==> config.mk <==
export PLATFORM = sky130hd
export DESIGN_NAME = pacman_position_writer_flat
export DESIGN_NICKNAME = d
export VERILOG_FILES = /design/src/rtl/pacman_pkg.sv /design/src/rtl/pacman_position_writer_if.sv /design/src/rtl/pacman_position_writer_frame_tick.sv /design/src/rtl/pacman_position_writer.sv /design/src/flat_wrapper.sv
export SDC_FILE = /design/constraint.sdc
export NUM_CORES = 1
export LEC_CHECK = 0
export ABC_AREA = 1
export CAP_MARGIN = 15
export CORE_ASPECT_RATIO = 1.75
export CORE_MARGIN = 2
export CORE_UTILIZATION = 40
export CTS_BUF_LIST = sky130_fd_sc_hd__clkbuf_8
export CTS_CLUSTER_SIZE = 30
export DETAILED_ROUTE_END_ITERATION = 8
export PLACE_DENSITY_LB_ADDON = 0.15
export SLEW_MARGIN = 20
export SYNTH_ARGS = -nofsm -noshare
export SYNTH_HDL_FRONTEND = slang
export SYNTH_SLANG_ARGS = --single-unit
export TNS_END_PERCENT = 5
==> constraint.sdc <==
create_clock -name clk -period 2.21 [get_ports clk]
set_input_delay 0.442 -clock clk [delete_from_list [all_inputs] [get_ports clk]]
set_output_delay 0.442 -clock clk [all_outputs]
set_load 0.05 [all_outputs]
==> src/rtl/pacman_pkg.sv <==
// Shared types, bus addresses, screen geometry and saturating position arithmetic
// for the Pac-Man sprite-position writer.
package pacman_pkg;

  typedef enum logic [2:0] {
    IDLE = 3'd0,
    CALC = 3'd1,
    WR_X = 3'd2,
    WR_Y = 3'd3,
    RD_X = 3'd4,
    RD_Y = 3'd5
  } state_t;

  localparam logic [7:0] KEY_UP    = 8'h77;
  localparam logic [7:0] KEY_DOWN  = 8'h73;
  localparam logic [7:0] KEY_LEFT  = 8'h61;
  localparam logic [7:0] KEY_RIGHT = 8'h64;

  localparam logic [31:0] ADDR_X = 32'd0;
  localparam logic [31:0] ADDR_Y = 32'd1;

  localparam int H_RES  = 640;
  localparam int V_RES  = 480;
  localparam int SPRITE = 32;

  // Moves toward zero by step, stopping at zero instead of wrapping.
  function automatic logic [9:0] sat_dec(input logic [9:0] value, input logic [10:0] step);
    logic [10:0] wide;
    wide = {1'b0, value};
    if (wide < step) begin
      return 10'd0;
    end else begin
      wide = wide - step;
      return wide[9:0];
    end
  endfunction

  // Moves away from zero by step, stopping at limit.
  function automatic logic [9:0] sat_inc(input logic [9:0] value, input logic [10:0] step,
                                         input logic [10:0] limit);
    logic [10:0] sum;
    sum = {1'b0, value} + step;
    if (sum > limit) begin
      return limit[9:0];
    end else begin
      return sum[9:0];
    end
  endfunction

endpackage

==> src/rtl/pacman_position_writer_if.sv <==
// Memory-mapped register port toward the VGA controller's sprite-position registers.
interface pacman_position_writer_if;
  logic        memWr;
  logic [31:0] address;
  logic [31:0] datoOut;
  logic [31:0] datoIn;

  modport master (output memWr, output address, output datoOut, input datoIn);
  modport slave  (input memWr, input address, input datoOut, output datoIn);
endinterface

==> src/rtl/pacman_position_writer_frame_tick.sv <==
// Brings the asynchronous active-low vsync into the clk domain and emits a one-cycle
// pulse on each synchronized falling edge.
module frame_tick_detector (
  input  logic clk,
  input  logic rst,
  input  logic vsync,
  output logic tick
);

  logic sync1_q;
  logic sync2_q;
  logic prev_q;

  // Two-flop synchronizer plus delayed copy; resets high so no edge is seen at release.
  always_ff @(posedge clk or negedge rst) begin
    if (!rst) begin
      sync1_q <= 1'b1;
      sync2_q <= 1'b1;
      prev_q  <= 1'b1;
    end else begin
      sync1_q <= vsync;
      sync2_q <= sync1_q;
      prev_q  <= sync2_q;
    end
  end

  assign tick = prev_q & ~sync2_q;

endmodule

==> src/rtl/pacman_position_writer.sv <==
// Once per video frame: move the sprite by the current key, clamp to the screen,
// write X then Y to the VGA controller and read both back to confirm.
module pacman_position_writer
  import pacman_pkg::*;
#(
  parameter int STEP   = 2,
  parameter int INIT_X = 304,
  parameter int INIT_Y = 224,
  parameter int MAX_X  = H_RES - SPRITE,
  parameter int MAX_Y  = V_RES - SPRITE
) (
  input  logic                              clk,
  input  logic                              rst,
  input  logic                              vsync,
  input  logic [7:0]                        letra,
  pacman_position_writer_if.master          bus,
  output logic [9:0]                        pos_x,
  output logic [9:0]                        pos_y,
  output logic                              busy,
  output logic                              mismatch
);

  localparam logic [10:0] STEP_C   = 11'(STEP);
  localparam logic [10:0] MAX_X_C  = 11'(MAX_X);
  localparam logic [10:0] MAX_Y_C  = 11'(MAX_Y);
  localparam logic [9:0]  INIT_X_C = 10'(INIT_X);
  localparam logic [9:0]  INIT_Y_C = 10'(INIT_Y);

  state_t      state_q, state_d;
  logic [7:0]  key_q, key_d;
  logic [9:0]  pos_x_q, pos_x_d;
  logic [9:0]  pos_y_q, pos_y_d;
  logic        pending_q, pending_d;
  logic        mismatch_q, mismatch_d;
  logic        busy_q, busy_d;
  logic        memwr_q, memwr_d;
  logic [31:0] addr_q, addr_d;
  logic [31:0] dout_q, dout_d;
  logic [9:0]  calc_x_s, calc_y_s;
  logic        tick_s;

  frame_tick_detector u_tick (
    .clk   (clk),
    .rst   (rst),
    .vsync (vsync),
    .tick  (tick_s)
  );

  // Candidate position for the latched key; only committed while in CALC.
  always_comb begin
    calc_x_s = pos_x_q;
    calc_y_s = pos_y_q;
    case (key_q)
      KEY_UP:    calc_y_s = sat_dec(pos_y_q, STEP_C);
      KEY_DOWN:  calc_y_s = sat_inc(pos_y_q, STEP_C, MAX_Y_C);
      KEY_LEFT:  calc_x_s = sat_dec(pos_x_q, STEP_C);
      KEY_RIGHT: calc_x_s = sat_inc(pos_x_q, STEP_C, MAX_X_C);
      default: begin
        calc_x_s = pos_x_q;
        calc_y_s = pos_y_q;
      end
    endcase
  end

  // Next state, pending-frame bookkeeping, position commit and read-back checking.
  always_comb begin
    state_d    = state_q;
    key_d      = key_q;
    pos_x_d    = pos_x_q;
    pos_y_d    = pos_y_q;
    mismatch_d = mismatch_q;

    // Ticks arriving mid-transaction collapse into a single deferred frame.
    if (tick_s && (state_q != IDLE)) begin
      pending_d = 1'b1;
    end else begin
      pending_d = pending_q;
    end

    case (state_q)
      IDLE: begin
        if (tick_s || pending_q) begin
          key_d     = letra;
          pending_d = 1'b0;
          state_d   = CALC;
        end else begin
          state_d = IDLE;
        end
      end
      CALC: begin
        pos_x_d = calc_x_s;
        pos_y_d = calc_y_s;
        state_d = WR_X;
      end
      WR_X: state_d = WR_Y;
      WR_Y: state_d = RD_X;
      RD_X: begin
        if (bus.datoIn != {22'd0, pos_x_q}) begin
          mismatch_d = 1'b1;
        end else begin
          mismatch_d = mismatch_q;
        end
        state_d = RD_Y;
      end
      RD_Y: begin
        if (bus.datoIn != {22'd0, pos_y_q}) begin
          mismatch_d = 1'b1;
        end else begin
          mismatch_d = mismatch_q;
        end
        state_d = IDLE;
      end
      default: state_d = IDLE;
    endcase
  end

  // Bus outputs are decoded from the next state so they are registered and settled for
  // the whole cycle of the state they belong to.
  always_comb begin
    memwr_d = 1'b1;
    addr_d  = ADDR_X;
    dout_d  = dout_q;
    busy_d  = (state_d != IDLE);
    case (state_d)
      WR_X: begin
        memwr_d = 1'b0;
        addr_d  = ADDR_X;
        dout_d  = {22'd0, pos_x_d};
      end
      WR_Y: begin
        memwr_d = 1'b0;
        addr_d  = ADDR_Y;
        dout_d  = {22'd0, pos_y_d};
      end
      RD_X: addr_d = ADDR_X;
      RD_Y: addr_d = ADDR_Y;
      default: begin
        memwr_d = 1'b1;
        addr_d  = ADDR_X;
      end
    endcase
  end

  // State, position and bus registers; reset abandons any in-flight write.
  always_ff @(posedge clk or negedge rst) begin
    if (!rst) begin
      state_q    <= IDLE;
      key_q      <= 8'h00;
      pos_x_q    <= INIT_X_C;
      pos_y_q    <= INIT_Y_C;
      pending_q  <= 1'b0;
      mismatch_q <= 1'b0;
      busy_q     <= 1'b0;
      memwr_q    <= 1'b1;
      addr_q     <= 32'd0;
      dout_q     <= 32'd0;
    end else begin
      state_q    <= state_d;
      key_q      <= key_d;
      pos_x_q    <= pos_x_d;
      pos_y_q    <= pos_y_d;
      pending_q  <= pending_d;
      mismatch_q <= mismatch_d;
      busy_q     <= busy_d;
      memwr_q    <= memwr_d;
      addr_q     <= addr_d;
      dout_q     <= dout_d;
    end
  end

  assign bus.memWr   = memwr_q;
  assign bus.address = addr_q;
  assign bus.datoOut = dout_q;
  assign pos_x       = pos_x_q;
  assign pos_y       = pos_y_q;
  assign busy        = busy_q;
  assign mismatch    = mismatch_q;

endmodule

==> src/flat_wrapper.sv <==
// flat-port wrapper written by rule: the top's interface ports become plain ports
module pacman_position_writer_flat import pacman_pkg::*;
#(
  parameter int STEP   = 2,
  parameter int INIT_X = 304,
  parameter int INIT_Y = 224,
  parameter int MAX_X  = H_RES - SPRITE,
  parameter int MAX_Y  = V_RES - SPRITE
)
  (clk, rst, vsync, letra, pos_x, pos_y, busy, mismatch, bus_memWr, bus_address, bus_datoOut, bus_datoIn);
  pacman_position_writer_if bus_i ();
  input  logic clk;
  input  logic rst;
  input  logic vsync;
  input  logic [7:0] letra;
  output logic [9:0] pos_x;
  output logic [9:0] pos_y;
  output logic busy;
  output logic mismatch;
  output wire logic [$bits(bus_i.memWr)-1:0] bus_memWr;
  output wire logic [$bits(bus_i.address)-1:0] bus_address;
  output wire logic [$bits(bus_i.datoOut)-1:0] bus_datoOut;
  input wire logic [$bits(bus_i.datoIn)-1:0] bus_datoIn;
  assign bus_memWr = bus_i.memWr;
  assign bus_address = bus_i.address;
  assign bus_datoOut = bus_i.datoOut;
  assign bus_i.datoIn = bus_datoIn;
  pacman_position_writer #(.STEP(STEP), .INIT_X(INIT_X), .INIT_Y(INIT_Y), .MAX_X(MAX_X), .MAX_Y(MAX_Y)) u_core (.clk(clk), .rst(rst), .vsync(vsync), .letra(letra), .bus(bus_i), .pos_x(pos_x), .pos_y(pos_y), .busy(busy), .mismatch(mismatch));
endmodule
==> results.md, run 1 <==
* First-pass GRT wire length at 18.0 mm
* Area occupied by multi-input gates at 2040 um2
* P_sw at 0.00244 W
* Die width at between 70 and 80 um
* Slew Viols, Final at 0
* Top-area cell type share of the netlist area at 25.5%
* Most used DFF post-synth: dfrtp_1
* Tightest Pin Transition at 0.727 ns
* Crit. End Element: output port
* Hold WC Path Type: primary input to async pin
* Internal at 0.00227 W
* Dpl hpwl at 9.24 mm
* Final clock period utilization by the worst path at a little over nine tenths
* # port buffers at 76
* Setup violators final at 0
* Clock share of power at between 10% and 20%
* Req. time, crit path at approximately 1.8 ns
* Total gr overflow at 0
* CTS tree: yes
* Vias in the first global route at 3621
* FF+latch area at 1240 um2
* Maximum clock insertion buffer count at 2
* Crit-path max cell delay at 0.87 ns
* Buf/Inv on CP at 1
* Filler instances at 1002
* Root Buffer: clkbuf_8
* DR vias at roughly 3800
* Clock skew at roughly 0.012 ns
* Die Height at 133 um
* Ant. Diodes at 0
* Critical path data arrival time at ~1.7 ns
* Max_cap viols at 0
* Cell Pwr Density at 999 nW/um2
* Top-count cell post-synth: nand2_1
* Ys Warns at 0
* Sink Count at 49
* Share of layout cells above drive strength 1 at 13.0%
* Largest net degree at the start of global routing at 27
* Clock transition at path regs at 0.10 ns
* Clock Latency Late Sink at around 0.32 ns
* Startpoint types: register
* Initial DRC count at 137
* Fmax at 0.461 GHz
* Synth Cell Area at 3830 um2
* Setup TNS at 0 ns
* Final-report hold violation count at 0
* H-Tree Depth at 2
* Leakage at 2.37 nW
* Fin crit period at ~2.2 ns
* Final Net Count at 694
* Combinational power share at 58.3%
* Vias per cell at 4.88
* Top delay family on crit path: buffers and inverters
* R2R setup slack at 0.16 ns
* Post-synth top cells: nand2_1, inv_1, buf_4
* Starting Density at between 40 and 50%
* DRC Markers at 0
* Outcome: finished clean
* WS Path Type: register to output port
* Sw Ratio at 51.8%
* # rows at 47
* Peak VDD IR at 0.755 mV
* Num CTS Buffers at 5
* Count of cell types in the netlist at 36
* Average cell area after synthesis at 6.88 um2
* Slew Limit Headroom at between 50% and 60%
* RSZ-0062 raised after global routing: yes
* Sequential share of power at between 30% and 40%
* Worst hold slack at 0.124 ns
* Initial antenna violation count at 0
* Final wirelength at 11.1 mm
* Crit path cell chain: clkdlybuf4s50_1
* Core area at ~9400 um2
* Top cells by area, synth: dfrtp_1, nand2_1, buf_4, dfstp_2, inv_1
* RD Place Congestion at 0.994
* Post-synth EDFFs at 0
* P&R area growth vs syn at 23.0%
* Seq/Total Area, Yosys at 32.3%
* Post-synth ARST share at 100%
* Wirelength per Cell at 14.4 um
* DR pass1 iterations at 4
* Seq cells post-synth at 49
* Hold_buf cts at 0
* Post-synth top area cell: dfrtp_1
* Synth Instances at 557
* Max FO, Critical Path at 7
* Num ports at 130
* Post-layout util at 50.1%
* Crit path max-delay cell type: clkdlybuf4s50_1
* Die footprint at 10400 um2
* ANT nets after route at 0
* Global router's overall resource usage at 22.0%
-- path summary, 6_finish.rpt --
| path | startpoint | cells after the start | endpoint |
|---|---|---|---|
| setup / recovery | u_core.pos_y[4]$_DFF_PN0_ | 1 | pos_y[4] |
| hold / removal | rst | 1 | u_core.bus.datoOut[9]$_DFFE_PN0N_ |
| setup reg to reg | u_core.pos_x[4]$_DFF_PN1_ | 15 | u_core.bus.datoOut[2]$_DFFE_PN0N_ |
| hold reg to reg | u_core.u_tick.sync1_q$_DFF_PN1_ | 0 | u_core.u_tick.sync2_q$_DFF_PN1_ |
| max in group asynchronous | rst | 2 | u_core.u_tick.sync1_q$_DFF_PN1_ |
| min in group clk | u_core.u_tick.sync1_q$_DFF_PN1_ | 0 | u_core.u_tick.sync2_q$_DFF_PN1_ |
-- per-layer routing --
layer | global-route usage, % | up-vias | routed length (um)
li1 | - | 1853 | -
met1 | 23.8 | 1747 | 4000
met2 | 40.4 | 127 | 6030
met3 | 3.73 | 32 | 554
met4 | 11.2 | 0 | 488
met5 | 0 | - | 0
-- sequential cells by signal, indices dropped and copies added (netlist names), 3 cells and up --
signal	cells
u_core.bus.datoOut	10
u_core.key_q	8
u_core.state_q	3
u_core.pos_x	10
u_core.pos_y	10
-- stage by stage --
stage               instances  setup slack, ns  total power (W)  instance area, um2
floorplan                 609            0.118          0.00340                4030
global placement          762           -0.153          0.00417                4610
detailed placement        762           -0.161          0.00419                4610
CTS                       770          0.00123          0.00475                4700
global route              770          -0.0147          0.00509                4710
finish                    770           0.0404          0.00471                4710
-- layout make-up --
cell class / instances / area share (%)
clock buffers: 5 / 1.46
clock inverters: 3 / 0.478
well taps: 122 / 3.24
flip-flops and latches: 49 / 26.4
repair buffers: 99 / 19.3
multi-input cells: 418 / 43.3
inverters: 74 / 5.89
-- kinds of logic after synthesis --
logic type / synth area share, %
AOI/OAI and AO/OA: 7.93
buffers and inverters: 19.7
other: 0.0978
DFF: 32.3
adders and majority gates: 1.31
xor gates and xnor gates: 4.80
and+or+nand+nor: 33.9
-- power by group through the flow --
stage,Sequential [W],Clock [W],Combinational (W)
after detailed placement,0.00143,0,0.00276
after CTS,0.00142,0.000565,0.00277
after global placement,0.00143,0,0.00274
after floorplan,0.00187,0,0.00152
after global routing,0.00146,0.000596,0.00304
final,0.00142,0.000547,0.00274
-- cells in the final DEF, fill, tap and decap left out, types with 7 or more instances in the layout --
cell type        Yosys  layout
o21ai_1             16      16
nor4_1              10      10
nand4_1             19      19
dfrtp_1             39      36
o21ai_0             19      19
inv_1               62      62
nor2_1              47      46
nand3_1             29      29
nand2_1            160     160
clkdlybuf4s50_1      0      64
xor2_1              21      21
conb_1               1      53
dfstp_2             10      10
o22ai_1              7       7
buf_4               56      32
inv_2               11      11
-- repair_timing --
action | 4_1_cts | 5_1_grt
endpoints found under the hold margin | 0 | 0
endpoints found under the setup margin | 1 | 14
resized for setup | 1 | 4
buffers inserted | 0 | 0
(Power assumes the default switching activity.)
==> run 2, diff against run 1 <==
--- a/config.mk
+++ b/config.mk
@@ -9,10 +9,11 @@
 export CAP_MARGIN = 15
 export CORE_ASPECT_RATIO = 1.75
 export CORE_MARGIN = 2
-export CORE_UTILIZATION = 40
+export CORE_UTILIZATION = 48
 export CTS_BUF_LIST = sky130_fd_sc_hd__clkbuf_8
 export CTS_CLUSTER_SIZE = 30
 export DETAILED_ROUTE_END_ITERATION = 8
+export GPL_TIMING_DRIVEN = 0
 export PLACE_DENSITY_LB_ADDON = 0.15
 export SLEW_MARGIN = 20
 export SYNTH_ARGS = -nofsm -noshare
==> results.md, run 2 (synthesis results as in run 1) <==
* Buf/Inv on CP at 1 (unchanged)
* Fin crit period at 2.17 ns (about the same)
* # rows at 43 (was 47)
* Filler instances at 738 (was 1002)
* Num CTS Buffers at 5 (unchanged)
* Leakage at 2.64 nW (was 2.37 nW)
* Initial antenna violation count at 0 (unchanged)
* Max FO, Critical Path at 5 (was 7)
* Total power at 0.00475 W (was 0.00471 W)
* Core area at 7860 um2 (was 9410 um2)
* Top delay family on crit path: buffers and inverters (unchanged)
* Slew Viols, Final at 0 (unchanged)
* Crit. End Element: output port (unchanged)
* RD Place Congestion at 1.02 (was 0.994)
* Ant. Diodes at 0 (unchanged)
* Fmax at 0.461 GHz (about the same)
* CTS tree: yes (unchanged)
* Most common cell after layout, fill and taps aside: nand2_1 (unchanged)
* RSZ-0062 raised after global routing: yes (unchanged)
* Hold WC Path Type: primary input to async pin (unchanged)
* DRC Markers at 0 (unchanged)
* Max_cap viols at 0 (unchanged)
* Root Buffer: clkbuf_8 (unchanged)
* Final instance area at 5090 um2 (was 4710 um2)
* Finished Layout Cells at 789 (was 770)
* # port buffers at 76 (unchanged)
* DR pass1 iterations at 4 (unchanged)
* Peak VDD IR at 0.696 mV (was 0.755 mV)
* Crit-path max cell delay at 0.82 ns (was 0.87 ns)
* Global router's overall resource usage at 24.8% (was 22.0%)
* DR vias at 3969 (was 3759)
* Startpoint types: register (unchanged)
* Req. time, crit path at 1.77 ns (about the same)
* Tightest Pin Transition at 0.729 ns (was 0.727 ns)
* Final clock period utilization by the worst path at 98.2% (about the same)
* Clock skew at 0.00584 ns (was 0.0117 ns)
* ANT nets after route at 0 (unchanged)
* First-pass GRT wire length at 17.3 mm (was 18.0 mm)
* Sink Count at 49 (unchanged)
* Final Net Count at 745 (was 694)
* Outcome: finished clean (unchanged)
* Vias per cell at 5.03 (was 4.88)
* Dpl cells at 776 (was 762)
* H-Tree Depth at 2 (unchanged)
* Setup violators final at 0 (unchanged)
* Num ports at 130 (unchanged)
* Most frequent cells in the layout: nand2_1, clkdlybuf4s50_1, inv_1 (unchanged)
* Die footprint at 8740 um2 (was 10400 um2)
* Worst hold slack at 0.0664 ns (was 0.124 ns)
* Largest net degree at the start of global routing at 33 (was 27)
* Die Height at 122 um (was 133 um)
* Cell Pwr Density at 933 nW/um2 (was 999 nW/um2)
* Starting Density at 48.8% (was 40.7%)
* Maximum clock insertion buffer count at 2 (unchanged)
* Final wirelength at 10.6 mm (was 11.1 mm)
* WS Path Type: register to output port (unchanged)
* Total gr overflow at 0 (unchanged)
* Placed Instance Area at 4920 um2 (was 4610 um2)
* Wirelength per Cell at 13.5 um (was 14.4 um)
* Final-report hold violation count at 0 (unchanged)
* Die width at 71.5 um (was 78.0 um)
* Vias in the first global route at 3747 (was 3621)
* Setup TNS at 0 ns (unchanged)
* Dpl hpwl at 8.64 mm (was 9.24 mm)
* Slew Limit Headroom at 51.1% (was 51.2%)
* Clock Latency Late Sink at 0.30 ns (was 0.32 ns)
* P&R area growth vs syn at 32.7% (was 23.0%)
* Initial DRC count at 242 (was 137)
* Crit path cell chain: clkdlybuf4s50_1 (unchanged)
* Critical path data arrival time at 1.73 ns (about the same)
* Crit path max-delay cell type: clkdlybuf4s50_1 (unchanged)
* Share of layout cells above drive strength 1 at 18.2% (was 13.0%)
* Clock transition at path regs at 0.09 ns (was 0.10 ns)
==> run 2: cell count changes in the layout (fill, tap and decap cells not counted), sizes merged <==
cell / delta
clkbuf: +6
clkinvlp: +2
buf: +36
inv: +1
clkinv: -3
clkdlybuf4s50: +9
==> run 2: worst paths after layout <==
kind | startpoint | endpoint | slack, ns | depth (start not counted)
max | u_core.pos_y[7]$_DFF_PN1_ | pos_y[7] | 0.04 | 1
min reg2reg | u_core.u_tick.sync1_q$_DFF_PN1_ | u_core.u_tick.sync2_q$_DFF_PN1_ | 0.36 | 0
max in group asynchronous | rst | u_core.pos_y[6]$_DFF_PN1_ | 1.55 | 2
min in group clk | u_core.u_tick.sync1_q$_DFF_PN1_ | u_core.u_tick.sync2_q$_DFF_PN1_ | 0.36 | 0
max reg2reg | u_core.pos_x[1]$_DFF_PN0_ | u_core.bus.datoOut[5]$_DFFE_PN0N_ | 0.06 | 16
min | rst | u_core.pos_x[6]$_DFF_PN0_ | 0.07 | 1
==> run 2: through the flow <==
step	setup slack [ns]	utilization, %
2_1_floorplan	0.118	-
3_3_place_gp	-0.813	62.4
3_5_place_dp	0.00958	62.6
4_1_cts	0.0339	63.7
5_1_grt	-0.0635	64.7
6_report	0.0396	64.7
==> run 2: repair_timing <==
action / 4_1_cts / 5_1_grt
buffers inserted: 0 / 5
hold buffers: 0 / 0
gates cloned: 0 / 0
gates resized for setup: 1 / 17
endpoints found under the setup margin: 1 / 15
==> run 2: routing by layer <==
metal / vias to the layer above / global-route usage (%) / share of wire (%)
li1: 1958 / - / -
met1: 1837 / 26.5 / 35
met3: 35 / 2.32 / 4.4
met5: - / 0 / 0
met2: 139 / 46.6 / 55
met4: 0 / 13.6 / 4.7
==> run 2: final cells by class <==
cell class                      instances  area (um2)  area share, %
Clock inverter                          3        18.8          0.369
Multi-Input combinational cell        418        2070           40.6
Timing Repair Buffer                   82         812           16.0
Inverter                               74         278           5.46
Clock buffer                            5        68.8           1.35
Buffer                                 68         487           9.57
Sequential cell                        49        1240           24.4
Tap cell                               90         113           2.21
==> run 2: power breakdown <==
part           switching (W)  internal [W]  total (W)
sequential          0.000199       0.00118    0.00138
combinational        0.00193      0.000919    0.00285
clock               0.000300      0.000219   0.000518
total                0.00243       0.00232    0.00475
==> run 3, diff against run 2 <==
--- a/config.mk
+++ b/config.mk
@@ -9,7 +9,7 @@
 export CAP_MARGIN = 15
 export CORE_ASPECT_RATIO = 1.75
 export CORE_MARGIN = 2
-export CORE_UTILIZATION = 48
+export CORE_UTILIZATION = 51
 export CTS_BUF_LIST = sky130_fd_sc_hd__clkbuf_8
 export CTS_CLUSTER_SIZE = 30
 export DETAILED_ROUTE_END_ITERATION = 8
==> constraint.sdc (replaced) <==
create_clock -name clk -period 2.7 [get_ports clk]
set_input_delay 0.54 -clock clk [delete_from_list [all_inputs] [get_ports clk]]
set_output_delay 0.54 -clock clk [all_outputs]
set_load 0.05 [all_outputs]
==> results.md, run 3 (synthesis results as in run 1) <==
* Outcome: finished clean (unchanged)
* ANT nets after route at 0 (unchanged)
* DR vias at 3899 (was 3969)
* Startpoint types: register (unchanged)
* Worst R2R Start: u_core.pos_x[1]$_DFF_PN0_ (unchanged)
* Initial DRC count at 274 (was 242)
* Crit path cell chain: clkdlybuf4s50_1 (unchanged)
* P&R area growth vs syn at 30.5% (was 32.7%)
* Hold_buf cts at 0 (unchanged)
* Most frequent cells in the layout: nand2_1, clkdlybuf4s50_1, inv_1 (unchanged)
* Root Buffer: clkbuf_8 (unchanged)
* Largest net degree at the start of global routing at 26 (was 33)
* Total gr overflow at 0 (unchanged)
* Cell Pwr Density at 777 nW/um2 (was 933 nW/um2)
* RD Place Congestion at 0.943 (was 1.02)
* DR pass1 iterations at 7 (was 4)
* Most common cell after layout, fill and taps aside: nand2_1 (unchanged)
* Req. time, crit path at 2.16 ns (was 1.77 ns)
* Vias per cell at 5.00 (was 5.03)
* Dpl hpwl at 8.84 mm (was 8.64 mm)
* Final clock period utilization by the worst path at 86.3%
* Ant. Diodes at 0 (unchanged)
* RSZ-0062 raised after global routing: no (was yes)
* Maximum clock insertion buffer count at 2 (unchanged)
* Max_cap viols at 0 (unchanged)
* First-pass GRT wire length at 17.3 mm (about the same)
* Filler instances at 666 (was 738)
* Critical path data arrival time at 1.79 ns (was 1.73 ns)
* Max FO, Critical Path at 7 (was 5)
* Global router's overall resource usage at 26.1% (was 24.8%)
* CTS tree: yes (unchanged)
* Core area at 7230 um2 (was 7860 um2)
* Num ports at 130 (unchanged)
* Wirelength per Cell at 13.8 um (was 13.5 um)
* Top delay family on crit path: buffers and inverters (unchanged)
* Total power at 0.00389 W (was 0.00475 W)
* Num CTS Buffers at 5 (unchanged)
* Crit path max-delay cell type: clkdlybuf4s50_1 (unchanged)
* Final Net Count at 740 (was 745)
* Hold WC Path Type: primary input to async pin (unchanged)
* Vias in the first global route at 3750 (was 3747)
* Sink Count at 49 (unchanged)
* DRC Markers at 0 (unchanged)
* Post-CTS Setup Bufs at 0 (unchanged)
* Share of layout cells above drive strength 1 at 16.1% (was 18.2%)
* Starting Density at 53.0% (was 48.8%)
* Buf/Inv on CP at 1 (unchanged)
* Slew Viols, Final at 0 (unchanged)
* Crit. End Element: output port (unchanged)
* H-Tree Depth at 2 (unchanged)
* Slew Limit Headroom at 55.7% (was 51.1%)
* R2R setup slack at 0.41 ns (was 0.06 ns)
* Clock Latency Late Sink at 0.30 ns (about the same)
* Fmax at 0.429 GHz
* WS Path Type: register to output port (unchanged)
* Peak VDD IR at 0.591 mV (was 0.696 mV)
* Clock skew at 0.00719 ns (was 0.00584 ns)
* Crit-path max cell delay at 0.84 ns (was 0.82 ns)
* Die width at 69.5 um (was 71.5 um)
* Final wirelength at 10.8 mm (was 10.6 mm)
* Fin crit period at 2.33 ns
* Tightest Pin Transition at 0.661 ns (was 0.729 ns)
* Setup TNS at 0 ns (unchanged)
* Final-report hold violation count at 0 (unchanged)
* Die footprint at 8250 um2 (was 8740 um2)
* # port buffers at 76 (unchanged)
* Initial antenna violation count at 0 (unchanged)
* Die Height at 119 um (was 122 um)
* Clock transition at path regs at 0.10 ns (was 0.09 ns)
* Reg2Reg Depth at 16 (unchanged)
* Setup violators final at 0 (unchanged)
* Reg2reg end: u_core.bus.datoOut[6]$_DFFE_PN0N_ (was u_core.bus.datoOut[5]$_DFFE_PN0N_)
* Leakage at 2.59 nW (was 2.64 nW)
* Post-CTS sizing at 0 (was 1)
* # rows at 41 (was 43)
## run 3: changes by cell type in the layout (fill, tap and decap cells not counted), sizes merged
cell,delta
clkbuf,-2
buf,-3
clkinv,+3
clkinvlp,-2
dlymetal6s2s,-1
dlygate4sd2,-1
clkdlybuf4s50,+2
inv,-1
## run 3: metal layers
layer / vias to the layer above / share of wire (%) / track usage [%]
met5: - / 0 / 0
met4: 0 / 4.4 / 11.5
met3: 34 / 5.3 / 2.98
met2: 148 / 55 / 51.2
met1: 1781 / 35 / 26.7
li1: 1936 / - / -
## run 3: metrics by stage
step / area [um2] / setup WS [ns] / utilization [%] / cells / hold WS [ns]
after floorplan: 4030 / 0.472 / - / 609 / 0.244
after global placement: 4900 / -0.185 / 67.7 / 771 / 0.347
after detailed placement: 4910 / 0.421 / 67.9 / 772 / 0.353
after CTS: 5000 / 0.368 / 69.2 / 780 / 0.244
after global routing: 5000 / 0.224 / 69.2 / 780 / 0.261
final: 5000 / 0.371 / 69.2 / 780 / 0.228
## run 3: cell type report
cell class / count / area (um2) / share of cell area [%]
Timing Repair Buffer: 77 / 776 / 15.5
Multi-Input combinational cell: 418 / 2040 / 40.7
Clock buffer: 5 / 68.8 / 1.38
Inverter: 74 / 278 / 5.55
Sequential cell: 49 / 1240 / 24.8
Buffer: 68 / 475 / 9.50
Clock inverter: 3 / 22.5 / 0.450
Tap cell: 86 / 108 / 2.15
## run 3: power breakdown
group          total [W]  switching [W]  internal [W]
clock network   0.000445       0.000261      0.000184
registers        0.00113       0.000167      0.000962
logic            0.00231        0.00159      0.000726
total            0.00389        0.00202       0.00187
## run 3: worst max-delay path by stage
stage                                    from                                 to  slack, ns  cells after the start
detailed placement             bus_datoIn[13]        u_core.mismatch$_DFFE_PN0P_       0.42                      6
CTS                 u_core.pos_x[8]$_DFF_PN1_                           pos_x[8]       0.37                      1
floorplan           u_core.pos_x[1]$_DFF_PN0_  u_core.bus.datoOut[5]$_DFFE_PN0N_       0.47                     16
global placement                          rst          u_core.pos_x[2]$_DFF_PN0_      -0.18                      1
finish              u_core.pos_x[8]$_DFF_PN1_                           pos_x[8]       0.37                      1
global route        u_core.pos_x[1]$_DFF_PN0_  u_core.bus.datoOut[5]$_DFFE_PN0N_       0.22                     16
